**src/rtl/video_cfg_pkg.sv**
```systemverilog
// Shared constants, FSM state encoding and settings layout for the video
// configuration controller.
package video_cfg_pkg;

    localparam logic [7:0] TGT_SYS  = 8'h01;
    localparam logic [7:0] TGT_OSD  = 8'h02;
    localparam logic [7:0] CMD_WR   = 8'h01;
    localparam logic [7:0] CMD_RD   = 8'h02;
    localparam logic [7:0] BLOCK_ID = 8'hA6;

    localparam logic [2:0] IDX_SCANLINES = 3'd0;
    localparam logic [2:0] IDX_VOLUME    = 3'd1;
    localparam logic [2:0] IDX_WIDE      = 3'd2;
    localparam logic [2:0] IDX_VBLREGEN  = 3'd3;
    localparam logic [2:0] IDX_LIMIT     = 3'd4;

    localparam logic [1:0] RST_SCANLINES = 2'd0;
    localparam logic [1:0] RST_VOLUME    = 2'd2;
    localparam logic       RST_WIDE      = 1'b0;
    localparam logic       RST_VBLREGEN  = 1'b0;

    typedef enum logic [2:0] {
        IDLE,
        TARGET,
        SYS_CMD,
        SYS_IDX,
        SYS_VAL,
        SYS_READ,
        OSD_FWD,
        DISCARD
    } cfg_state_t;

    typedef struct packed {
        logic [1:0] scanlines;
        logic [1:0] volume;
        logic       wide;
        logic       vblank_regen;
    } cfg_set_t;

    localparam cfg_set_t CFG_RESET = '{
        scanlines:    RST_SCANLINES,
        volume:       RST_VOLUME,
        wide:         RST_WIDE,
        vblank_regen: RST_VBLREGEN
    };

endpackage

```
**src/rtl/cfg_commit_sync.sv**
```systemverilog
// Shadow settings plus the commit path: vsync fall detect, no-vsync
// fallback timer and the pending flag.
module cfg_commit_sync
    import video_cfg_pkg::*;
#(
    parameter int COMMIT_TIMEOUT = 21
) (
    input  logic       clk,
    input  logic       rst,
    input  logic       vs_n,
    input  logic       wr_en,
    input  logic [2:0] wr_idx,
    input  logic [7:0] wr_data,
    output cfg_set_t   active,
    output logic       pending
);

    logic                      vs_d1_q, vs_d1_d;
    logic                      vs_d2_q, vs_d2_d;
    logic [COMMIT_TIMEOUT-1:0] tmo_q, tmo_d;
    logic                      pending_q, pending_d;
    cfg_set_t                  shadow_q, shadow_d;
    cfg_set_t                  active_q, active_d;
    logic                      vs_fall;
    logic                      commit;
    logic                      wr_hit;

    always_comb begin
        vs_d1_d = vs_n;
        vs_d2_d = vs_d1_q;
        vs_fall = vs_d2_q & ~vs_d1_q;
        commit  = pending_q & (vs_fall | (&tmo_q));
        wr_hit  = wr_en & (wr_idx < IDX_LIMIT);

        // Commit copies the pre-write shadow, so a same-cycle write stays pending.
        active_d  = commit ? shadow_q : active_q;
        pending_d = wr_hit | (pending_q & ~commit);

        shadow_d = shadow_q;
        if (wr_en) begin
            case (wr_idx)
                IDX_SCANLINES: shadow_d.scanlines    = wr_data[1:0];
                IDX_VOLUME:    shadow_d.volume       = wr_data[1:0];
                IDX_WIDE:      shadow_d.wide         = wr_data[0];
                IDX_VBLREGEN:  shadow_d.vblank_regen = wr_data[0];
                default:       ;
            endcase
        end

        if (vs_fall || commit || !pending_q)
            tmo_d = '0;
        else
            tmo_d = tmo_q + {{(COMMIT_TIMEOUT-1){1'b0}}, 1'b1};
    end

    always_ff @(posedge clk or posedge rst) begin
        if (rst) begin
            vs_d1_q   <= 1'b1;
            vs_d2_q   <= 1'b1;
            tmo_q     <= '0;
            pending_q <= 1'b0;
            shadow_q  <= CFG_RESET;
            active_q  <= CFG_RESET;
        end else begin
            vs_d1_q   <= vs_d1_d;
            vs_d2_q   <= vs_d2_d;
            tmo_q     <= tmo_d;
            pending_q <= pending_d;
            shadow_q  <= shadow_d;
            active_q  <= active_d;
        end
    end

    assign active  = active_q;
    assign pending = pending_q;

endmodule

```
**src/rtl/video_cfg_ctrl.sv**
```systemverilog
// MCU byte-stream parser: routes OSD messages to the overlay and system
// messages to the vsync-committed settings block.
module video_cfg_ctrl
    import video_cfg_pkg::*;
#(
    parameter int COMMIT_TIMEOUT = 21
) (
    input  logic       clk,
    input  logic       reset,
    input  logic       mcu_start,
    input  logic       mcu_strobe,
    input  logic [7:0] mcu_data,
    input  logic       vs_n,
    input  logic       osd_status,
    output logic       osd_start,
    output logic       osd_strobe,
    output logic [7:0] osd_data,
    output logic [7:0] mcu_dout,
    output logic [1:0] system_scanlines,
    output logic [1:0] system_volume,
    output logic       system_wide_screen,
    output logic       vblank_regenerate,
    output logic       cfg_pending
);

    cfg_state_t state_q, state_d, cur;
    logic [2:0] idx_q, idx_d;
    logic [1:0] rd_cnt_q, rd_cnt_d;
    logic       osd_start_q, osd_start_d;
    logic       osd_strobe_q, osd_strobe_d;
    logic [7:0] osd_data_q, osd_data_d;
    logic [7:0] mcu_dout_q, mcu_dout_d;
    logic       wr_en;
    cfg_set_t   active;
    logic       pending;

    always_comb begin
        // A start pulse re-frames immediately; a same-cycle strobe is byte 0.
        cur          = mcu_start ? TARGET : state_q;
        state_d      = cur;
        idx_d        = idx_q;
        rd_cnt_d     = rd_cnt_q;
        osd_start_d  = 1'b0;
        osd_strobe_d = 1'b0;
        osd_data_d   = osd_data_q;
        mcu_dout_d   = mcu_dout_q;
        wr_en        = 1'b0;

        if (mcu_strobe) begin
            case (cur)
                TARGET: begin
                    if (mcu_data == TGT_SYS) begin
                        state_d = SYS_CMD;
                    end else if (mcu_data == TGT_OSD) begin
                        state_d     = OSD_FWD;
                        osd_start_d = 1'b1;
                    end else begin
                        state_d = DISCARD;
                    end
                end
                SYS_CMD: begin
                    if (mcu_data == CMD_WR) begin
                        state_d = SYS_IDX;
                    end else if (mcu_data == CMD_RD) begin
                        state_d  = SYS_READ;
                        rd_cnt_d = 2'd0;
                    end else begin
                        state_d = DISCARD;
                    end
                end
                SYS_IDX: begin
                    idx_d   = mcu_data[2:0];
                    state_d = SYS_VAL;
                end
                SYS_VAL: begin
                    wr_en = 1'b1;
                    idx_d = (idx_q >= IDX_VBLREGEN) ? IDX_LIMIT : idx_q + 3'd1;
                end
                SYS_READ: begin
                    case (rd_cnt_q)
                        2'd0:    mcu_dout_d = {osd_status, pending, active.vblank_regen,
                                               active.wide, active.volume, active.scanlines};
                        2'd1:    mcu_dout_d = BLOCK_ID;
                        default: mcu_dout_d = 8'h00;
                    endcase
                    rd_cnt_d = (rd_cnt_q == 2'd2) ? 2'd2 : rd_cnt_q + 2'd1;
                end
                OSD_FWD: begin
                    osd_strobe_d = 1'b1;
                    osd_data_d   = mcu_data;
                end
                default: ;
            endcase
        end
    end

    always_ff @(posedge clk or posedge reset) begin
        if (reset) begin
            state_q      <= IDLE;
            idx_q        <= 3'd0;
            rd_cnt_q     <= 2'd0;
            osd_start_q  <= 1'b0;
            osd_strobe_q <= 1'b0;
            osd_data_q   <= 8'h00;
            mcu_dout_q   <= 8'h00;
        end else begin
            state_q      <= state_d;
            idx_q        <= idx_d;
            rd_cnt_q     <= rd_cnt_d;
            osd_start_q  <= osd_start_d;
            osd_strobe_q <= osd_strobe_d;
            osd_data_q   <= osd_data_d;
            mcu_dout_q   <= mcu_dout_d;
        end
    end

    cfg_commit_sync #(
        .COMMIT_TIMEOUT(COMMIT_TIMEOUT)
    ) u_commit (
        .clk     (clk),
        .rst     (reset),
        .vs_n    (vs_n),
        .wr_en   (wr_en),
        .wr_idx  (idx_q),
        .wr_data (mcu_data),
        .active  (active),
        .pending (pending)
    );

    assign osd_start          = osd_start_q;
    assign osd_strobe         = osd_strobe_q;
    assign osd_data           = osd_data_q;
    assign mcu_dout           = mcu_dout_q;
    assign system_scanlines   = active.scanlines;
    assign system_volume      = active.volume;
    assign system_wide_screen = active.wide;
    assign vblank_regenerate  = active.vblank_regen;
    assign cfg_pending        = pending;

endmodule

```
**config.mk**
```make
export PLATFORM = sky130hd
export DESIGN_NAME = video_cfg_ctrl
export DESIGN_NICKNAME = d
export VERILOG_FILES = /design/src/rtl/video_cfg_pkg.sv /design/src/rtl/cfg_commit_sync.sv /design/src/rtl/video_cfg_ctrl.sv
export SDC_FILE = /design/constraint.sdc
export NUM_CORES = 1
export LEC_CHECK = 0
export CAP_MARGIN = 15
export CORE_UTILIZATION = 44
export CTS_CLUSTER_SIZE = 24
export DETAILED_ROUTE_END_ITERATION = 10
export PLACE_DENSITY_LB_ADDON = 0.2
export SYNTH_ARGS = -nofsm -noshare
export SYNTH_HDL_FRONTEND = slang
export SYNTH_SLANG_ARGS = --single-unit
export TNS_END_PERCENT = 5
```
**constraint.sdc**
```tcl
create_clock -name clk -period 2.5 [get_ports clk]
set_clock_uncertainty 0.05 [all_clocks]
set_input_delay 0.375 -clock clk [delete_from_list [all_inputs] [get_ports clk]]
set_output_delay 0.375 -clock clk [all_outputs]
set_load 0.02 [all_outputs]
```
==> results of run 1 <==
[metal layers]
metal / share of wire (%) / track usage, % / vias to the layer above / routed length, um
met1: 49 / 25.2 / 1064 / 2830
met2: 44 / 26.1 / 58 / 2530
met3: 5.5 / 5.41 / 7 / 316
met5: 0 / 0 / - / 0
li1: - / - / 1063 / -
met4: 1.6 / 8.46 / 0 / 94
[power by group through the flow]
| stage | clock, mW | sequential (mW) | combinational (mW) |
|---|---|---|---|
| floorplan | 0 | 1.29 | 0.256 |
| global placement | 0 | 1.22 | 0.549 |
| detailed placement | 0 | 1.22 | 0.561 |
| CTS | 0.901 | 1.21 | 0.563 |
| global route | 0.945 | 1.22 | 0.615 |
| finish | 0.875 | 1.21 | 0.556 |
[cells in the final DEF, fill, tap and decap left out, types with 2 or more instances in the layout]
cell type / Yosys / layout
nor3_1: 5 / 5
and2_1: 3 / 3
ha_1: 9 / 9
nand4_1: 8 / 8
dfstp_2: 4 / 4
nor4_1: 4 / 4
inv_1: 12 / 11
nand2_1: 24 / 24
clkdlybuf4s50_1: 0 / 38
mux2i_1: 4 / 4
nor2_1: 25 / 25
mux2_2: 22 / 22
xnor2_1: 6 / 6
and3_1: 5 / 5
clkbuf_8: 0 / 14
nand3_1: 9 / 9
a21oi_1: 10 / 10
nor2b_1: 6 / 6
and4_1: 3 / 3
a22o_1: 4 / 4
dfrtp_1: 58 / 58
buf_4: 1 / 6
nand2b_1: 3 / 3
xor2_1: 7 / 7
or3_1: 3 / 3
o21ai_0: 13 / 13
a32oi_1: 2 / 2
[worst max-delay path: stages (launching register included)]
cell,delay (ns)
dfrtp_1,0.42
ha_1,0.26
nand2_1,0.21
nor3_1,0.14
a32oi_1,0.59
mux2_2,0.41
[logic make-up after synthesis]
| family | Yosys count | synth area share [%] |
|---|---|---|
| adders and majority gates | 9 | 3.79 |
| xor gates and xnor gates | 13 | 3.83 |
| and+or+nand+nor | 106 | 19.1 |
| buffers and inverters | 17 | 2.32 |
| muxes | 26 | 9.69 |
| DFF | 62 | 52.4 |
| AOI/OAI and AO/OA | 39 | 8.89 |
[flip-flops by register name, indices dropped and copies added, names as in the netlist]
signal / count
osd_data: 8
osd_start: 1
u_commit.active: 6
osd_strobe: 1
mcu_dout: 8
u_commit.pending: 1
idx_q: 3
u_commit.vs_d2_q: 1
rd_cnt_q: 2
u_commit.tmo_q: 21
u_commit.shadow_q: 6
u_commit.vs_d1_q: 1
state_q: 3
[worst paths after layout]
path / to / start / cells after the start
min reg2reg: u_commit.vs_d2_q / u_commit.vs_d1_q / 0
min in group asynchronous: idx_q[2] / reset / 2
min: u_commit.vs_d2_q / u_commit.vs_d1_q / 0
max reg2reg: u_commit.active[2] / u_commit.tmo_q[0] / 5
max in group asynchronous: u_commit.vs_d2_q / reset / 3
max: u_commit.active[2] / u_commit.tmo_q[0] / 5
[final cells by class]
class | instances | share of cell area, %
multi-input cells | 193 | 36.6
clock buffers | 14 | 5.25
flip-flops and latches | 62 | 42.4
clock inverters | 2 | 0.341
inverters | 12 | 1.23
well taps | 77 | 2.62
repair buffers | 44 | 11.6
==> impl_metrics.yaml, run 1 <==
placement:
  hpwl_mm: 4.01
  place_inst: 388
  port_buffers: 38
  dp_slack_ns: 0.229
  dpl_cell_area_mm2: 0.00347
  gp_routability_congestion: 0.786
drt:
  ant_nets: 0
  wirelength_mm: 5.77
  dr.pass1.iters: 7
  route.vias.total: 2192
  drt-initial-drc-count: 106
  drc: 8
  detail_route.wl_per_cell_um: 14.3
  via_per_inst: 5.43
synthesis:
  synth_edf_count: 0
  synth_common_cells: "58 x dfrtp_1, 25 x nor2_1, 24 x nand2_1"
  ys_ff_latch: 62
  syn_nets: 295
  synth.most_common_cell: "dfrtp_1"
  synth_area_leaders: "dfrtp_1 49%, mux2_2 8.3%, ha_1 3.8%"
  synth_top_cell_area_share_pct: 48.9
  syn_area_mm2: 0.00297
  avgSynthCellArea_um2: 10.9
  synth_warnings: 0
  synth.distinct_cells: 46
  ys.flop_type: "dfrtp_1"
  syn-instance-count: 272
  synth_async_sr_flop_share_pct: 100
  seq_area_frac_synth_pct: 52.4
  yosys.area.top_type: "dfrtp_1"
clock_network:
  cts_resized: 0
  cts_max_level: 3
  clk_latency_ns: 0.34
  cts-hold-fix-buffers: 0
  cts.clk_slew.worst_paths_ns: 0.07
  clock_sinks: 62
  root_buffer: "clkbuf_8"
  clockBufferDepth: 2
  cts_buffers: 9
  cts_tree: "built"
  postCtsSetupBuffers: 0
layout:
  final_area_mm2: 0.00367
  area_growth_pct: 23.7
  nNetsFinal: 345
  num-fill-cells: 565
  num_antenna_cells: 0
  drive_gt1_share_pct: 17.1
  multi_input_area_mm2: 0.00135
  final_util_pct: 57.2
  regArea_mm2: 0.00156
  final_cells: 404
die:
  placementRows: 29
  start_util_pct: 46.2
  die_y_um: 84.2
  core_area_mm2: 0.00642
  die_w_um: 84.2
  fp.dieArea_mm2: 0.00708
  ios: 39
run_status:
  violations: "DRC"
  status: "finished with violations"
flow_run:
  max_cap_violations: 0
sta:
  slew_violations: 0
  setup_viol: 0
  min_period_ns: 2.20
  finalCritPeriodShare_pct: 87.9
  worst_slew_pin_slew_ns: 0.653
  hold_viol: 0
  whs_ns: 0.320
  fin_ws_ns: 0.303
  relSlewSlack_pct: 56.4
  fmax_ghz: 0.455
  grt_setup_unrepaired: "false"
  setup-tns-final_ns: 0
global_route:
  track_usage_pct: 18.1
  grt_max_degree: 29
  grt_pass1_wl_mm: 10.0
  grt_pass1_vias: 2098
  grt_overflow: 0
  antenna_found_initial: 0
power_and_ir_drop:
  clock_power_share_pct: 33.2
  power.total_mw: 2.64
  p_sw_share_pct: 28.9
  comb_power_share_pct: 21.1
  p_seq_share_pct: 45.7
  p_switching_uw: 763
  pwr_density_cell_mw_per_mm2: 718
  p_leak_nw: 1.59
  max-vdd-ir-drop_mv: 0.412
  p_int_mw: 1.87
critical_path:
  ff2ff_setup_slack_ns: 0.30
  cp.required_ns: 2.67
  crit_type: "flop to flop"
  cp_data_arrival_time_ns: 2.37
  critPathCaptureType: "flop"
  crit_fanout: 7
  cp-start-kind: "flop"
hold_path:
  hold_class: "flop to flop"
(Power assumes the default switching activity.)
==> run 2, diff against run 1 <==
--- a/config.mk
+++ b/config.mk
@@ -6,6 +6,7 @@
 export NUM_CORES = 1
 export LEC_CHECK = 0
 export CAP_MARGIN = 15
+export CORE_MARGIN = 8
 export CORE_UTILIZATION = 44
 export CTS_CLUSTER_SIZE = 24
 export DETAILED_ROUTE_END_ITERATION = 10
==> constraint.sdc (replaced) <==
create_clock -name clk -period 2.8 [get_ports clk]
set_clock_uncertainty 0.05 [all_clocks]
set_input_delay 0.42 -clock clk [delete_from_list [all_inputs] [get_ports clk]]
set_output_delay 0.42 -clock clk [all_outputs]
set_load 0.02 [all_outputs]
==> impl_metrics.yaml, run 2 (synthesis results as in run 1) <==
run_status:
  status: "finished, final reports clean"
sta:
  hold_viol: 0
  fmax_ghz: 0.457
  finalCritPeriodShare_pct: 78.1
  fin_ws_ns: 0.613
  min_period_ns: 2.19
  grt_setup_unrepaired: "false"
  setup-tns-final_ns: 0
  worst_slew_pin_slew_ns: 0.650
  relSlewSlack_pct: 56.7
  whs_ns: 0.318
  setup_viol: 0
  slew_violations: 0
global_route:
  grt_overflow: 0
  grt_max_degree: 63
  track_usage_pct: 12.6
  grt_pass1_vias: 2189
  antenna_found_initial: 0
  grt_pass1_wl_mm: 9.94
layout:
  area_growth_pct: 24.2
  final_cells: 403
  final_cell_mix: "58 x dfrtp_1, 38 x clkdlybuf4s50_1, 25 x nor2_1, 24 x nand2_1, 22 x mux2_2"
  final_common_cell: "dfrtp_1"
  final_util_pct: 55.2
  drive_gt1_share_pct: 15.8
  largest_reg_flops: 21
  num_antenna_cells: 0
  num-fill-cells: 604
  top_register: "u_commit.tmo_q"
  final_area_mm2: 0.00369
  nNetsFinal: 341
placement:
  place_inst: 387
  gp_routability_congestion: 0.797
  dp_slack_ns: 0.342
  hpwl_mm: 4.04
  port_buffers: 38
  dpl_cell_area_mm2: 0.00345
die:
  die_y_um: 98.2
  die_w_um: 98.2
  fp.dieArea_mm2: 0.00964
  ios: 39
  core_area_mm2: 0.00668
  start_util_pct: 44.5
  placementRows: 30
clock_network:
  cts-hold-fix-buffers: 0
  clk_latency_ns: 0.32
  postCtsSetupBuffers: 0
  cts.clk_slew.worst_paths_ns: 0.07
  root_buffer: "clkbuf_8"
  cts_tree: "built"
  cts_resized: 0
  clock_sinks: 62
  cts_buffers: 9
  clockBufferDepth: 2
  cts_max_level: 3
critical_path:
  cp.required_ns: 2.96
  cp-start-kind: "flop"
  cp_data_arrival_time_ns: 2.34
  crit_type: "flop to flop"
  critPathCaptureType: "flop"
  crit_fanout: 7
power_and_ir_drop:
  pwr_density_cell_mw_per_mm2: 668
  max-vdd-ir-drop_mv: 0.334
  power.total_mw: 2.47
  p_leak_nw: 1.59
drt:
  dr.pass1.iters: 4
  ant_nets: 0
  drt-initial-drc-count: 97
  route.vias.total: 2150
  detail_route.wl_per_cell_um: 14.2
  via_per_inst: 5.33
  wirelength_mm: 5.71
  drc: 0
flow_run:
  max_cap_violations: 0
hold_path:
  hold_class: "flop to flop"
[run 2: critical path, cell delays in order, from the launching register on]
cell and delay (ns):
dfrtp_1 0.43, ha_1 0.27, nand2_1 0.21, nor3_1 0.14, a32oi_1 0.59, mux2_2 0.40
[run 2: final timing paths]
| path | startpoint | endpoint | slack, ns | cells after the start |
|---|---|---|---|---|
| worst max register to register | u_commit.tmo_q[0] | u_commit.active[1] | 0.61 | 5 |
| worst max-delay path | u_commit.tmo_q[0] | u_commit.active[1] | 0.61 | 5 |
| worst min register to register | u_commit.vs_d1_q | u_commit.vs_d2_q | 0.32 | 0 |
| worst min-delay path | u_commit.vs_d1_q | u_commit.vs_d2_q | 0.32 | 0 |
| max in group asynchronous | reset | u_commit.vs_d2_q | 1.97 | 3 |
| min in group asynchronous | reset | osd_strobe | 0.42 | 3 |
[run 2: power breakdown]
part	total (mW)	internal (mW)	switching, mW
sequential	1.07	0.998	0.0748
clock	0.898	0.573	0.324
combinational	0.494	0.233	0.261
total	2.47	1.80	0.661
[run 2: cell type report]
| cell class | count | area, um2 | share of cell area (%) |
|---|---|---|---|
| inverter | 12 | 45.0 | 1.22 |
| clock buffer | 13 | 169 | 4.58 |
| timing repair buffer | 40 | 408 | 11.1 |
| clock inverter | 3 | 65.1 | 1.76 |
| sequential | 62 | 1560 | 42.2 |
| tap | 80 | 100 | 2.71 |
| multi-input combinational | 193 | 1350 | 36.5 |
[run 2: metal layers]
layer  vias to the layer above  share of wire (%)  wire length [um]  global-route usage (%)
met5                         -                  0                 0                       0
met4                         0                1.1                64                    6.73
met3                         4                6.6               377                    4.48
met2                        48                 44              2520                    18.9
met1                      1041                 48              2760                    15.4
li1                       1057                  -                 -                       -
==> run 3, diff against run 2 <==
==> constraint.sdc (replaced) <==
create_clock -name clk -period 1.9 [get_ports clk]
set_clock_uncertainty 0.05 [all_clocks]
set_input_delay 0.285 -clock clk [delete_from_list [all_inputs] [get_ports clk]]
set_output_delay 0.285 -clock clk [all_outputs]
set_load 0.02 [all_outputs]
==> impl_metrics.yaml, run 3 (synthesis results as in run 1) <==
drt:
  wirelength_mm: 6.09
  ant_nets: 0
  drc: 0
  drt-initial-drc-count: 130
  detail_route.wl_per_cell_um: 14.0
  dr.pass1.iters: 4
  route.vias.total: 2283
  via_per_inst: 5.26
critical_path:
  cp.required_ns: 2.08
  crit_fanout: 5
  critPathCaptureType: "flop"
  ff2ff_setup_slack_ns: 0.09
  cp-start-kind: "primary input"
  crit_type: "primary input to flop"
  cp_data_arrival_time_ns: 2.00
placement:
  port_buffers: 38
  dp_slack_ns: -0.325
  hpwl_mm: 4.36
  gp_routability_congestion: 0.820
sta:
  grt_setup_unrepaired: "true"
  fin_ws_ns: 0.0762
  setup_viol: 0
  relSlewSlack_pct: 70.5
  setup-tns-final_ns: 0
  hold_viol: 0
  slew_violations: 0
  min_period_ns: 1.82
  finalCritPeriodShare_pct: 96.0
  worst_slew_pin_slew_ns: 0.442
  fmax_ghz: 0.548
layout:
  final_common_cell: "dfrtp_1"
  drive_gt1_share_pct: 23.7
  final_cell_mix: "58 x dfrtp_1, 38 x clkdlybuf4s50_1, 31 x buf_4, 25 x nor2_1, 24 x nand2_1"
  nNetsFinal: 372
  largest_reg_flops: 21
  area_growth_pct: 32.6
  top_register: "u_commit.tmo_q"
  num_antenna_cells: 0
clock_network:
  cts_resized: 0
  cts_max_level: 3
  clk_latency_ns: 0.34
  cts_buffers: 9
  postCtsSetupBuffers: 0
  root_buffer: "clkbuf_8"
  cts.clk_slew.worst_paths_ns: 0.07
  cts_tree: "built"
  clockBufferDepth: 2
  clock_sinks: 62
  cts-hold-fix-buffers: 0
global_route:
  grt_pass1_wl_mm: 10.5
  grt_max_degree: 54
  antenna_found_initial: 0
  grt_pass1_vias: 2198
  grt_overflow: 0
  track_usage_pct: 13.4
die:
  core_area_mm2: 0.00668
  start_util_pct: 44.5
  placementRows: 30
  die_y_um: 98.2
  die_w_um: 98.2
  ios: 39
  fp.dieArea_mm2: 0.00964
power_and_ir_drop:
  p_leak_nw: 1.76
  pwr_density_cell_mw_per_mm2: 923
  max-vdd-ir-drop_mv: 0.382
run_status:
  status: "finished, final reports clean"
hold_path:
  hold_class: "primary input to asynchronous set/reset pin"
flow_run:
  max_cap_violations: 0
[run 3: area by class of cell]
cell class	instances	area, um2
clock buffers	11	141
clock inverters	5	82.6
fillers	570	2740
inverters	12	45.0
multi-input cells	193	1360
flip-flops and latches	62	1560
well taps	80	100
repair buffers	71	653
[run 3: metal layers]
layer,GRT usage [%],part of all wire [%],vias up
li1,-,-,1114
met1,16.6,47,1113
met2,20.5,47,49
met3,5.19,5.0,7
met4,5.31,1.3,0
met5,0,0,-
[run 3: power by group]
part / switching [mW] / total (mW) / leakage (nW) / internal, mW
Combinational: 0.395 / 0.764 / 0.821 / 0.369
Sequential: 0.104 / 1.57 / 0.823 / 1.47
Clock: 0.521 / 1.30 / 0.113 / 0.777
[run 3: final timing paths]
| kind | start | endpoint | depth (start not counted) |
|---|---|---|---|
| max | mcu_start | u_commit.shadow_q[4] | 5 |
| min | reset | osd_start | 2 |
| max reg2reg | state_q[0] | u_commit.shadow_q[4] | 4 |
| min reg2reg | u_commit.vs_d1_q | u_commit.vs_d2_q | 0 |
| max in group asynchronous | reset | u_commit.shadow_q[3] | 3 |
| min in group clk | vs_n | u_commit.vs_d1_q | 1 |
[run 3: critical path: stages]
cell and delay (ns):
clkdlybuf4s50_1 0.48, or4b_4 0.56, nor3b_4 0.27, nand2_1 0.13, mux2_2 0.28
[run 3: metrics by stage]
step	hold slack, ns	util (%)	cell area (um2)	total power [mW]	std cells
final	0.122	59.0	3940	3.64	434
after CTS	0.120	58.8	3930	3.68	434
after global routing	0.154	59.0	3940	3.83	434
after global placement	0.308	55.5	3710	2.35	418
after floorplan	0.239	-	2980	2.03	272
after detailed placement	0.309	55.5	3710	2.37	418
